<file path="src/rtl/multiplier_if.sv">
`default_nettype none
`timescale 1ns/1ps
// +--------------------------------------------------------------------------+
// | Module      : multiplier_if                                              |
// | Description : Operand/result bundle for the pipelined sign-magnitude     |
// |               fixed-point multiplier.                                    |
// |               master : drives in_valid, a, b; receives out_valid, c,     |
// |                        overflow (the producer of operand pairs).         |
// |               slave  : the multiplier itself.                            |
// | Signals     : in_valid  - a/b carry a new operand pair this cycle        |
// |               a, b      - sign-magnitude operands, WIDTH bits            |
// |               out_valid - c/overflow carry a result this cycle           |
// |               c         - sign-magnitude product, WIDTH bits             |
// |               overflow  - product magnitude saturated                    |
// | Revision    : 1.0 - initial release                                      |
// +--------------------------------------------------------------------------+
interface multiplier_if #(
  parameter int WIDTH = 32
);
  logic             in_valid;
  logic [WIDTH-1:0] a;
  logic [WIDTH-1:0] b;
  logic             out_valid;
  logic [WIDTH-1:0] c;
  logic             overflow;

  modport master (
    output in_valid,
    output a,
    output b,
    input  out_valid,
    input  c,
    input  overflow
  );

  modport slave (
    input  in_valid,
    input  a,
    input  b,
    output out_valid,
    output c,
    output overflow
  );
endinterface
`default_nettype wire

</file>
<file path="src/rtl/multiplier.sv">
`default_nettype none
`timescale 1ns/1ps
// +--------------------------------------------------------------------------+
// | Module      : multiplier                                                 |
// | Description : Pipelined sign-magnitude fixed-point multiplier with FRAC  |
// |               fractional bits. The magnitude product is rescaled by      |
// |               2^-FRAC (truncation toward zero) and saturated to the      |
// |               largest magnitude when it does not fit. A zero magnitude   |
// |               is always emitted with a positive sign.                    |
// | Ports       : clk   - rising-edge clock                                  |
// |               rst_n - synchronous active-low reset, clears all stages    |
// |               bus   - multiplier_if.slave (in_valid/a/b in,              |
// |                       out_valid/c/overflow out, all outputs registered)  |
// | Pipeline    : edge k   : operands captured (stage 1)                     |
// |               edge k+1 : raw magnitude product captured (stage 2a)       |
// |               edge k+2 : scaled/saturated result captured (stage 2b)     |
// | Revision    : 1.0 - initial release                                      |
// +--------------------------------------------------------------------------+
module multiplier #(
  parameter int WIDTH = 32,
  parameter int FRAC  = 17
) (
  input  wire logic  clk,
  input  wire logic  rst_n,
  multiplier_if.slave bus
);

  // Magnitude excludes the sign bit; the raw product is twice that wide.
  localparam int MAG_W  = WIDTH - 1;
  localparam int PROD_W = 2 * MAG_W;
  // Lowest product bit that no longer fits the output magnitude after the
  // 2^-FRAC rescale.
  localparam int OVF_LSB = FRAC + MAG_W;

  localparam logic [MAG_W-1:0] C_MAG_MAX = {MAG_W{1'b1}};

  // ------------------------------------------------------------------------
  // Stage 1: operand capture
  // ------------------------------------------------------------------------
  logic             r_s1_valid;
  logic [WIDTH-1:0] r_s1_a;
  logic [WIDTH-1:0] r_s1_b;

  always_ff @(posedge clk) begin
    if (!rst_n) begin
      r_s1_valid <= 1'b0;
      r_s1_a     <= '0;
      r_s1_b     <= '0;
    end else begin
      r_s1_valid <= bus.in_valid;
      // Operands are only loaded with a valid pair so bubbles do not toggle
      // the multiplier array.
      if (bus.in_valid) begin
        r_s1_a <= bus.a;
        r_s1_b <= bus.b;
      end
    end
  end

  // ------------------------------------------------------------------------
  // Stage 2a: unsigned magnitude product
  // ------------------------------------------------------------------------
  logic [MAG_W-1:0]  w_mag_a;
  logic [MAG_W-1:0]  w_mag_b;
  logic [PROD_W-1:0] w_prod;
  logic              w_sign_raw;

  always_comb begin
    w_mag_a    = r_s1_a[MAG_W-1:0];
    w_mag_b    = r_s1_b[MAG_W-1:0];
    // Both operands widened to the full product width so the multiply is
    // evaluated at PROD_W bits and nothing is lost.
    w_prod     = {{MAG_W{1'b0}}, w_mag_a} * {{MAG_W{1'b0}}, w_mag_b};
    w_sign_raw = r_s1_a[WIDTH-1] ^ r_s1_b[WIDTH-1];
  end

  logic              r_s2_valid;
  logic              r_s2_sign;
  logic [PROD_W-1:0] r_s2_prod;

  always_ff @(posedge clk) begin
    if (!rst_n) begin
      r_s2_valid <= 1'b0;
      r_s2_sign  <= 1'b0;
      r_s2_prod  <= '0;
    end else begin
      r_s2_valid <= r_s1_valid;
      if (r_s1_valid) begin
        r_s2_sign <= w_sign_raw;
        r_s2_prod <= w_prod;
      end
    end
  end

  // ------------------------------------------------------------------------
  // Stage 2b: rescale, saturate, zero-sign cleanup, output register
  // ------------------------------------------------------------------------
  logic             w_ovf;
  logic [MAG_W-1:0] w_mag;
  logic             w_sign;

  always_comb begin
    // Any set bit above the retained window means the scaled magnitude
    // needs more than MAG_W bits.
    w_ovf  = |r_s2_prod[PROD_W-1:OVF_LSB];
    w_mag  = w_ovf ? C_MAG_MAX : r_s2_prod[OVF_LSB-1:FRAC];
    // Negative zero never leaves the block: this also catches -0 operands
    // and products that truncate to zero.
    w_sign = r_s2_sign & (|w_mag);
  end

  logic             r_out_valid;
  logic [WIDTH-1:0] r_c;
  logic             r_overflow;

  always_ff @(posedge clk) begin
    if (!rst_n) begin
      r_out_valid <= 1'b0;
      r_c         <= '0;
      r_overflow  <= 1'b0;
    end else begin
      r_out_valid <= r_s2_valid;
      // c/overflow keep the last result across bubbles.
      if (r_s2_valid) begin
        r_c        <= {w_sign, w_mag};
        r_overflow <= w_ovf;
      end
    end
  end

  assign bus.out_valid = r_out_valid;
  assign bus.c         = r_c;
  assign bus.overflow  = r_overflow;

endmodule
`default_nettype wire

</file>
<file path="src/flat_wrapper.sv">
// flat-port wrapper written by rule: the top's interface ports become plain ports
module multiplier_flat 
#(
  parameter int WIDTH = 32,
  parameter int FRAC  = 17
)
  (clk, rst_n, bus_in_valid, bus_a, bus_b, bus_out_valid, bus_c, bus_overflow);
  multiplier_if #(.WIDTH(WIDTH)) bus_i ();
  input  wire logic clk;
  input  wire logic rst_n;
  input wire logic [$bits(bus_i.in_valid)-1:0] bus_in_valid;
  input wire logic [$bits(bus_i.a)-1:0] bus_a;
  input wire logic [$bits(bus_i.b)-1:0] bus_b;
  output wire logic [$bits(bus_i.out_valid)-1:0] bus_out_valid;
  output wire logic [$bits(bus_i.c)-1:0] bus_c;
  output wire logic [$bits(bus_i.overflow)-1:0] bus_overflow;
  assign bus_i.in_valid = bus_in_valid;
  assign bus_i.a = bus_a;
  assign bus_i.b = bus_b;
  assign bus_out_valid = bus_i.out_valid;
  assign bus_c = bus_i.c;
  assign bus_overflow = bus_i.overflow;
  multiplier #(.WIDTH(WIDTH), .FRAC(FRAC)) u_core (.clk(clk), .rst_n(rst_n), .bus(bus_i));
endmodule
</file>
<file path="config.mk">
export PLATFORM = sky130hd
export DESIGN_NAME = multiplier_flat
export DESIGN_NICKNAME = d
export VERILOG_FILES = /design/src/rtl/multiplier_if.sv /design/src/rtl/multiplier.sv /design/src/flat_wrapper.sv
export SDC_FILE = /design/constraint.sdc
export NUM_CORES = 2
export LEC_CHECK = 0
export BUFFER_PORTS_ARGS = -buffer_cell sky130_fd_sc_hd__buf_2
export CORE_MARGIN = 4
export CORE_UTILIZATION = 50
export DETAILED_ROUTE_END_ITERATION = 10
export PLACE_DENSITY = 0.66
export SLEW_MARGIN = 5
export SYNTH_ARGS = -nofsm -noshare
export SYNTH_HDL_FRONTEND = slang
export SYNTH_SLANG_ARGS = --single-unit
export TNS_END_PERCENT = 20
</file>
<file path="constraint.sdc">
create_clock -name clk -period 9.35 [get_ports clk]
set_input_delay 1.87 -clock clk [delete_from_list [all_inputs] [get_ports clk]]
set_output_delay 1.87 -clock clk [all_outputs]
set_load 0.01 [all_outputs]
</file>
==> results.ini <==
[status]
run_status = finished clean

[synth]
synth_edf_count = 0
yosys_most_used_dff = dfxtp_1
yosys-top-cells-area = fa_1, and2_1, ha_1
synth_seq_cells = 146
postSynthNetCount = 5075
post_synth_instance_area_um2 = 35900
synth.top_cell.area_share = 0.466
syn-mean-instance-area_um2 = 9.16
synth_seq_area_share = 0.0814
yosysWarnings = 0
synth_top_area_cell = fa_1
ys_types = 65
async_set_or_reset_register_ratio_after_synthesis = 0
synthCells = 3920

[die]
die_height_um = 276
die-width_um = 276
starting_density = 0.503
row_count = 98
die_area_um2 = 76200
placeableCoreArea_um2 = 71400
io_pins = 101

[global_route]
first_global_vias = 28400
track_usage = 0.255
grt_start_max_net_pins = 67
antenna_violations_before_repair = 0
global_route_wire_length_before_repair_um = 155000
total_global_routing_overflow = 0

[worst_setup_path]
cp-start-kind = flip-flop
critPathSlowestCell = dfxtp_1
worst-endpoint-arrival_ps = 8650
critical-path-max-stage-delay_ps = 1170
crit_chain = and2_1 -> fa_1 -> fa_1 -> inv_1 -> fa_1 -> fa_1 -> fa_1 -> inv_1 -> fa_1 -> fa_1 -> fa_1 -> ha_1 -> a21oi_1 -> o21bai_1 -> a21oi_1 -> nand3b_1 -> or3_1 -> a21oi_1 -> o31ai_1 -> xor2_1 -> mux2i_1 -> nor2_1
endpoint_kind = flip-flop
cp_common_cell = fa_1
data_required_critical_path_ps = 9720
worst-setup-path-type = reg -> reg
reg2reg_setup_slack_ps = 1070
path_max_fanout = 29

[timing]
setup-violations-final = 0
grt_setup_unrepaired = no
finalCriticalPeriod_ps = 8280
max_slew.worst_pin.slew_ps = 1280
setup-tns-final_ps = 0
final-hold-violation-count = 0
skew_final_ps = 40.5
clock.fmax_mhz = 121
ratio_of_final_minimum_period_to_clock_period = 0.886
slew_violations = 0
maxSlewHeadroom = 0.145

[clock_network]
clk-insertion-delay-late_ps = 510
tritoncts.num_buffers = 17
clock-sinks = 146
post_cts.resized_instances = 0
path_clk_slew_ps = 80
clk_root_buffer_cell = clkbuf_16
post-cts-setup-buffer-count = 0
tritoncts = built
clk_path_buf_depth = 2
cts.hold.buffers_added = 0
cts-htree-levels = 4

[pwr]
total_leakage_power_nw = 19.1
totalPowerFinal_mw = 3.84
powerDensity_nw_per_um2 = 101
vdd.ir_drop.worst_mv = 0.110

[flow_run]
max-cap-violations = 0

[finish]
area_delta_synth_final_pct = 5.48
drive_gt1_frac = 0.0579
finalNetCount = 5029
post-route-cell-area_um2 = 37900
layoutNonFillerInstCount = 4838
final_core_utilization = 0.531

[route]
initialDrtViolationCount = 1563
detailedRoute.firstPassIterationCount = 5
avgRoutedWirePerCell_um = 19.3
vias = 25800
drt_drc_violations_left = 0
detail_route.vias_per_cell = 5.33
routed_wl_um = 93300
antenna_violating_nets_post_route = 0

[place]
post-place-cells = 4805
gp_congestion = 0.895
postPlaceCellArea_um2 = 37300
dpl.hpwl_um = 76800
port_buffers = 100

[hold_path]
worstHoldPathType = reg -> reg

-- report_power, final --
group / switching (mW) / leakage, nW / internal [mW] / total [mW]
logic: 1.38 / 17.6 / 0.874 / 2.25
registers: 0.145 / 1.20 / 0.685 / 0.829
clock network: 0.396 / 0.289 / 0.362 / 0.759
-- critical path, delay by kind of cell, from the launching register on --
family	cells	cell delay (ps)
AOI/OAI and AO/OA	5	1240
xor gates and xnor gates	1	170
adders and majority gates	9	4500
buffers and inverters	2	100
DFF	1	1170
muxes	1	160
and+or+nand+nor	4	800
-- through the flow --
| step | hold slack [ps] | setup WS (ps) |
|---|---|---|
| 2_1_floorplan | 426 | 2250 |
| 3_3_place_gp | 435 | 1150 |
| 3_5_place_dp | 446 | 1060 |
| 4_1_cts | 456 | 1000 |
| 5_1_grt | 483 | 666 |
| 6_report | 452 | 1070 |
-- logic make-up (layout without fill, tap and decap cells) --
family / after synthesis / count (layout) / share of synthesized area
xor gates and xnor gates: 41 / 41 / 0.0100
other: 0 / 1 / 0
DFF: 146 / 146 / 0.0814
muxes: 94 / 94 / 0.0262
and+or+nand+nor: 1268 / 1268 / 0.176
adders and majority gates: 1088 / 1088 / 0.554
AOI/OAI and AO/OA: 259 / 259 / 0.0454
buffers and inverters: 1024 / 991 / 0.107
-- area by class of cell --
type                    instances  area (um^2)
fillers                      6703        33500
multi-input cells            2750        29100
inverters                     783         2940
flip-flops and latches        146         2930
well taps                     950         1190
repair buffers                176         1070
clock buffers                  17          425
clock inverters                15          189
diodes                          1         2.50
-- final timing paths --
kind / depth (start not counted) / end / from
worst max-delay path: 22 / u_core.r_s2_prod[38] / u_core.r_s1_a[15]
worst min register to register: 2 / u_core.r_s2_prod[51] / u_core.r_s2_prod[51]
worst min-delay path: 2 / u_core.r_s2_prod[51] / u_core.r_s2_prod[51]
worst max register to register: 22 / u_core.r_s2_prod[38] / u_core.r_s1_a[15]
-- Yosys cell counts (2+ instances only) --
master,n
a2111oi_0,3
a2111oi_4,2
a211o_1,5
a211oi_1,8
a21boi_0,4
a21o_1,19
a21oi_1,91
a21oi_2,2
a221oi_1,4
a31oi_1,5
and2_1,521
and3_1,2
buf_1,7
buf_2,2
clkbuf_1,230
dfxtp_1,146
fa_1,836
ha_1,252
inv_1,782
mux2i_1,94
nand2_1,491
nand2b_1,6
nand3_1,18
nand3b_1,8
nand4_1,22
nand4b_1,3
nor2_1,159
nor2b_1,8
nor3_1,9
nor4_1,10
o2111ai_1,2
o211ai_1,8
o21a_1,4
o21ai_0,61
o21ai_1,7
o21bai_1,15
o221ai_1,2
o31ai_1,3
or3_1,4
xnor2_1,31
xor2_1,10
-- metal layers --
layer  wire length (um)  part of all wire  track usage
met3               5610             0.060       0.0458
met2              47000              0.50        0.439
met4               2730             0.029       0.0773
met1              37900              0.41        0.331
met5                  0                 0            0
-- flip-flops by register name (all words and copies together), names as in the netlist --
name and count:
u_core.bus.overflow 1, u_core.bus.c 32, u_core.r_s2_valid 1, u_core.bus.out_valid 1, u_core.r_s1_a 32, u_core.r_s2_prod 45, u_core.r_s2_sign 1, u_core.r_s1_valid 1
u_core.r_s1_b 32
-- placed cells by master, fill, tap and decap left out, drive strengths merged, types with 15 or more instances in the layout --
cell,count
fa,836
inv,788
and2,523
nand2,491
ha,252
buf,176
nor2,160
dfxtp,146
mux2i,94
a21oi,93
o21ai,69
xnor2,31
nand4,23
a21o,19
nand3,18
clkbuf,17
o21bai,15
(Power assumes the default switching activity.)
